===== src/rtl/multicycle_adder_pkg.sv =====
// Shared types and sizing helpers for the multi-cycle chunked adder.
package multicycle_adder_pkg;

    typedef enum logic [1:0] {
        IDLE = 2'd0,
        RUN  = 2'd1,
        DONE = 2'd2
    } state_t;

    function automatic int num_chunks(input int width, input int chunk);
        return width / chunk;
    endfunction

    // A single chunk still needs a one-bit index register.
    function automatic int idx_width(input int n);
        return (n <= 1) ? 1 : $clog2(n);
    endfunction

endpackage


===== src/rtl/chunk_adder.sv =====
// Combinational CHUNK-bit ripple-carry adder; one slice of the multi-cycle datapath.
module chunk_adder #(
    parameter int CHUNK = 8
) (
    input  logic [CHUNK-1:0] a,
    input  logic [CHUNK-1:0] b,
    input  logic             cin,
    output logic [CHUNK-1:0] sum,
    output logic             cout
);

    logic c;

    always_comb begin
        sum = '0;
        c   = cin;
        for (int i = 0; i < CHUNK; i++) begin
            sum[i] = a[i] ^ b[i] ^ c;
            c      = (a[i] & b[i]) | (c & (a[i] ^ b[i]));
        end
        cout = c;
    end

endmodule


===== src/rtl/multicycle_adder.sv =====
// WIDTH-bit adder evaluated CHUNK bits per cycle with a registered inter-chunk carry.
// Optional subtract mode (A + ~B + 1) is enabled by defining MULTICYCLE_ADDER_SUB_EN.
module multicycle_adder
    import multicycle_adder_pkg::*;
#(
    parameter int WIDTH = 32,
    parameter int CHUNK = 8
) (
    input  logic             clk,
    input  logic             rst_n,
    input  logic             in_valid,
    output logic             in_ready,
    input  logic [WIDTH-1:0] in_a,
    input  logic [WIDTH-1:0] in_b,
    input  logic             in_cin,
`ifdef MULTICYCLE_ADDER_SUB_EN
    input  logic             in_sub,
`endif
    output logic             out_valid,
    input  logic             out_ready,
    output logic [WIDTH-1:0] out_sum,
    output logic             out_cout
);

    localparam int NUM_CHUNKS = num_chunks(WIDTH, CHUNK);
    localparam int IDX_W      = idx_width(NUM_CHUNKS);
    localparam logic [IDX_W-1:0] LAST_IDX = IDX_W'(NUM_CHUNKS - 1);

    generate
        if (CHUNK < 1 || CHUNK > WIDTH || (WIDTH % CHUNK) != 0) begin : g_bad_cfg
            $error("multicycle_adder: WIDTH must be a multiple of CHUNK and 1 <= CHUNK <= WIDTH");
        end
    endgenerate

    state_t           state;
    logic [IDX_W-1:0] idx;
    logic             carry;
    logic [WIDTH-1:0] a_q;
    logic [WIDTH-1:0] b_q;
    logic [WIDTH-1:0] sum_q;
    logic             cout_q;

    logic             accept;
    logic             first_carry;
    logic [WIDTH-1:0] b_in;
    int               base;
    logic [CHUNK-1:0] a_chunk;
    logic [CHUNK-1:0] b_chunk;
    logic [CHUNK-1:0] s_chunk;
    logic             c_chunk;

    assign accept = (state == IDLE) && in_valid;

`ifdef MULTICYCLE_ADDER_SUB_EN
    // Subtraction reuses the adder: invert B and force the initial carry.
    assign b_in        = in_sub ? ~in_b : in_b;
    assign first_carry = in_sub ? 1'b1 : in_cin;
`else
    assign b_in        = in_b;
    assign first_carry = in_cin;
`endif

    // Operand capture: held untouched through RUN and DONE.
    always_ff @(posedge clk) begin
        if (accept) begin
            a_q <= in_a;
            b_q <= b_in;
        end
    end

    assign base    = int'(idx) * CHUNK;
    assign a_chunk = a_q[base +: CHUNK];
    assign b_chunk = b_q[base +: CHUNK];

    chunk_adder #(
        .CHUNK (CHUNK)
    ) u_chunk (
        .a    (a_chunk),
        .b    (b_chunk),
        .cin  (carry),
        .sum  (s_chunk),
        .cout (c_chunk)
    );

    always_ff @(posedge clk or negedge rst_n) begin
        if (!rst_n) begin
            state  <= IDLE;
            idx    <= '0;
            carry  <= 1'b0;
            sum_q  <= '0;
            cout_q <= 1'b0;
        end else begin
            case (state)
                IDLE: begin
                    if (in_valid) begin
                        idx   <= '0;
                        carry <= first_carry;
                        state <= RUN;
                    end
                end
                RUN: begin
                    sum_q[base +: CHUNK] <= s_chunk;
                    carry                <= c_chunk;
                    if (idx == LAST_IDX) begin
                        cout_q <= c_chunk;
                        state  <= DONE;
                    end else begin
                        idx <= idx + 1'b1;
                    end
                end
                DONE: begin
                    if (out_ready) begin
                        state <= IDLE;
                    end
                end
                default: state <= IDLE;
            endcase
        end
    end

    assign in_ready  = (state == IDLE);
    assign out_valid = (state == DONE);
    assign out_sum   = sum_q;
    assign out_cout  = cout_q;

endmodule


===== config.mk =====
export PLATFORM = sky130hd
export DESIGN_NAME = multicycle_adder
export DESIGN_NICKNAME = d
export VERILOG_FILES = /design/src/rtl/multicycle_adder_pkg.sv /design/src/rtl/chunk_adder.sv /design/src/rtl/multicycle_adder.sv
export SDC_FILE = /design/constraint.sdc
export NUM_CORES = 1
export LEC_CHECK = 0
export BUFFER_PORTS_ARGS = -buffer_cell sky130_fd_sc_hd__clkbuf_2
export CORE_AREA = 2 2 95 97
export DETAILED_ROUTE_END_ITERATION = 10
export DIE_AREA = 0 0 97 99
export GPL_TIMING_DRIVEN = 0
export PLACE_DENSITY_LB_ADDON = 0.08
export SYNTH_ARGS = -nofsm -noshare
export SYNTH_HDL_FRONTEND = slang
export SYNTH_HIERARCHICAL = 1
export SYNTH_SLANG_ARGS = --single-unit

===== constraint.sdc =====
create_clock -name clk -period 6.7 [get_ports clk]
set_input_delay 1.34 -clock clk [delete_from_list [all_inputs] [get_ports clk]]
set_output_delay 1.34 -clock clk [all_outputs]
set_load 0.02 [all_outputs]

==> metrics.md <==
| Metric | Value |
|---|---|
| Detailed-route DRC error count | `0` |
| Top delay family on crit path | `adder cells` |
| Power density relative to cell area | `499 nW/um^2` |
| Final Cycle Share | `83.9%` |
| Number of rows in the core area | `34` |
| Top fanout value on the critical path | `10` |
| Final Setup Violations | `0` |
| Chip Width | `97 um` |
| Cell variety after synth | `35` |
| Gpl congestion | `0.809` |
| Number of failing hold endpoints at the final stage | `0` |
| Crit path DAT | `5930 ps` |
| Antenna diode count | `0` |
| Net Count, Synth | `358` |
| Max-cap violations | `0` |
| Number of buffers inserted by hold repair at cts | `0` |
| Clock tree from TritonCTS | `yes` |
| Placeable core region | `8550 sq um` |
| Class of the tightest hold or removal check | `reg2reg` |
| Slew @ Worst Pin | `963 ps` |
| Number of nets at the end of the flow | `473` |
| Crit-path slowest cell | `sky130_fd_sc_hd__buf_1` |
| Number of warning messages in the yosys log | `6` |
| Post-Synthesis Cells | `276` |
| Worst stage delay on the critical path | `480 ps` |
| Total leakage power | `2.25 nW` |
| First-pass GRT wire length | `14.2 mm` |
| CP most frequent cell | `sky130_fd_sc_hd__fa_1` |
| Total via count in the routed design | `2668` |
| Buffers added on ports | `103` |
| Count of buffering cells on the critical path with inverters included | `6` |
| Post-route insts no fill | `504` |
| Initial antenna violation count | `0` |
| Total Routed Length | `8.79 mm` |
| Root cell of the clock tree | `sky130_fd_sc_hd__clkbuf_8` |
| Maximum clock insertion buffer count | `2` |
| Layout-stage area growth over the synthesis result | `19.9%` |
| Register area share after synthesis | `64.2%` |
| Die Footprint | `9600 sq um` |
| Setup repair after global routing missed its margin | `no` |
| Highest clock rate | `0.178 GHz` |
| IR drop worst, VDD | `0.221 mV` |
| Ports placed on the boundary | `104` |
| Clock H-tree levels | `3` |
| Most frequent cells in the layout | `sky130_fd_sc_hd__clkbuf_2 (103), sky130_fd_sc_hd__edfxtp_1 (64), sky130_fd_sc_hd__dfrtp_1 (38), sky130_fd_sc_hd__inv_1 (32), sky130_fd_sc_hd__nand2_1 (17)` |
| Hold slack | `507 ps` |
| Utilization after layout | `62.8%` |
| Worst Path Required | `7000 ps` |
| Estimated wirelength of the detail-placed design | `6.32 mm` |
| Post-detailed-route wirelength per cell | `17.4 um` |
| Post-Syn Area | `4480 sq um` |
| Height of the die | `99 um` |
| Avg Synthesized Cell Area | `16.2 sq um` |
| Via count of the first global-routing pass | `2832` |
| Number of sinks driven by the clock tree | `102` |
| Post-CTS repair timing setup buffer count | `0` |
| Max Transition Viols Final | `0` |
| Starting density of the core | `52.4%` |
| Fraction of synthesis flops using an asynchronous set or reset pin | `37.3%` |
| Later-pin clock latency in the skew report | `360 ps` |
| Tightest slew margin relative to the limit | `35.8%` |
| Result of the run | `complete, no violations` |
| Number of buffers inserted during clock tree synthesis | `9` |
| Fillcell total | `657` |
| Start-to-end type of the worst setup path | `reg2reg` |
| Detail Route Antenna Nets | `0` |
| Clock-pin slew of the registers on the worst-case setup and hold paths | `100 ps` |
| Leading cell type in the layout, fill and taps excluded | `sky130_fd_sc_hd__clkbuf_2` |
| Cell chain of the critical path | `buf_2, buf_1, mux4_2, fa_1, inv_1, fa_1, inv_1, fa_1, fa_1, fa_1, fa_1, fa_1, inv_1, fa_1, inv_1, nor4bb_1, mux2_2` |
| Total global-route track usage | `19.2%` |
| Number of placed instances, taps included | `488` |
| Sum Neg Setup Slack | `0 ps` |
| Count of instances resized after the clock tree is built | `0` |
| Main synth FF type | `sky130_fd_sc_hd__edfxtp_1` |
| Overall overflow remaining after global route | `0` |
| Worst setup SP type | `register` |
| Maximum number of pins on one net before global-route repair | `39` |
| Post-route minimum period | `5620 ps` |
| Register bit total from synthesis | `102` |
| Count of flip-flops with a built-in enable after synthesis | `64` |
| Initial DRT Pass Iterations | `4` |
| Fraction of final layout cells sized beyond drive strength 1 | `42.4%` |
| Total power consumption of the routed design | `0.00268 W` |
| Via density | `5.29` |
| Setup clock skew after layout | `10.6 ps` |
| Worst setup EP type | `register` |
| Drt initial violations | `71` |
[path summary, 6_finish.rpt]
| kind | depth (start not counted) | slack (ps) | end | start |
|---|---|---|---|---|
| worst max-delay path | 17 | 1080 | out_sum[31]$_DFFE_PN0P_ | idx[1]$_DFFE_PN0P_ |
| max in group asynchronous | 1 | 4980 | out_sum[30]$_DFFE_PN0P_ | rst_n |
| worst min-delay path | 1 | 510 | out_sum[25]$_DFFE_PN0P_ | out_sum[25]$_DFFE_PN0P_ |
| worst min register to register | 1 | 510 | out_sum[25]$_DFFE_PN0P_ | out_sum[25]$_DFFE_PN0P_ |
| worst max register to register | 17 | 1080 | out_sum[31]$_DFFE_PN0P_ | idx[1]$_DFFE_PN0P_ |
| min in group asynchronous | 1 | 1120 | out_sum[3]$_DFFE_PN0P_ | rst_n |
[cells by family (layout without fill, tap and decap cells)]
logic type | Yosys count | in the layout | synth area share (%)
flops | 102 | 102 | 64.2
simple gates | 54 | 54 | 8.63
buf+inv | 52 | 172 | 4.72
compound gates | 28 | 28 | 6.71
mux | 27 | 27 | 10.8
fa+ha+maj | 13 | 13 | 4.97
[power breakdown]
group / internal, W / total [W] / switching, W
sequential: 0.000853 / 0.000928 / 0.0000742
clock: 0.000213 / 0.000427 / 0.000214
combinational: 0.000520 / 0.00132 / 0.000803
[flip-flops by register name (all words and copies together) (netlist names)]
register,cells
a_q,32
state,2
out_cout,1
out_sum,32
idx,2
b_q,32
carry,1
[area by class of cell]
type | count | area [sq um] | area share, %
clock inverter | 6 | 92.6 | 1.72
sequential | 102 | 2870 | 53.5
clock buffer | 10 | 128 | 2.38
tap | 108 | 135 | 2.52
timing repair buffer | 104 | 536 | 9.97
buffer | 20 | 91.3 | 1.70
multi-input combinational | 122 | 1400 | 26.0
inverter | 32 | 120 | 2.24
[stage by stage]
step,setup slack (ps),area [sq um]
global route,838,5370
finish,1080,5370
floorplan,1860,4480
detailed placement,1060,5150
global placement,1090,5130
CTS,1020,5370
[routing by layer]
| layer | wire (um) | vias to the layer above | GRT usage (%) |
|---|---|---|---|
| met5 | 0 | - | 0 |
| met4 | 185 | 0 | 7.15 |
| met3 | 408 | 14 | 4.47 |
| met2 | 4340 | 76 | 31.8 |
| met1 | 3850 | 1313 | 25.1 |
| li1 | - | 1265 | - |
[synthesized netlist by cell type (all sizes together), types with 3 or more instances]
cell	count	share of area (%)
a32o	3	0.67
and3b	4	0.78
and4b	5	1.1
and4bb	3	0.84
buf	10	1.2
clkbuf	10	0.84
dfrtp	38	21
edfxtp	64	43
fa	8	3.6
ha	5	1.4
inv	32	2.7
mux2	11	2.8
mux4	16	8.0
nand2	17	1.4
nand2b	5	0.70
nor4bb	5	1.1
o32ai	18	4.9
or4b	3	0.67
No activity file was read; power rests on OpenSTA's default activity.
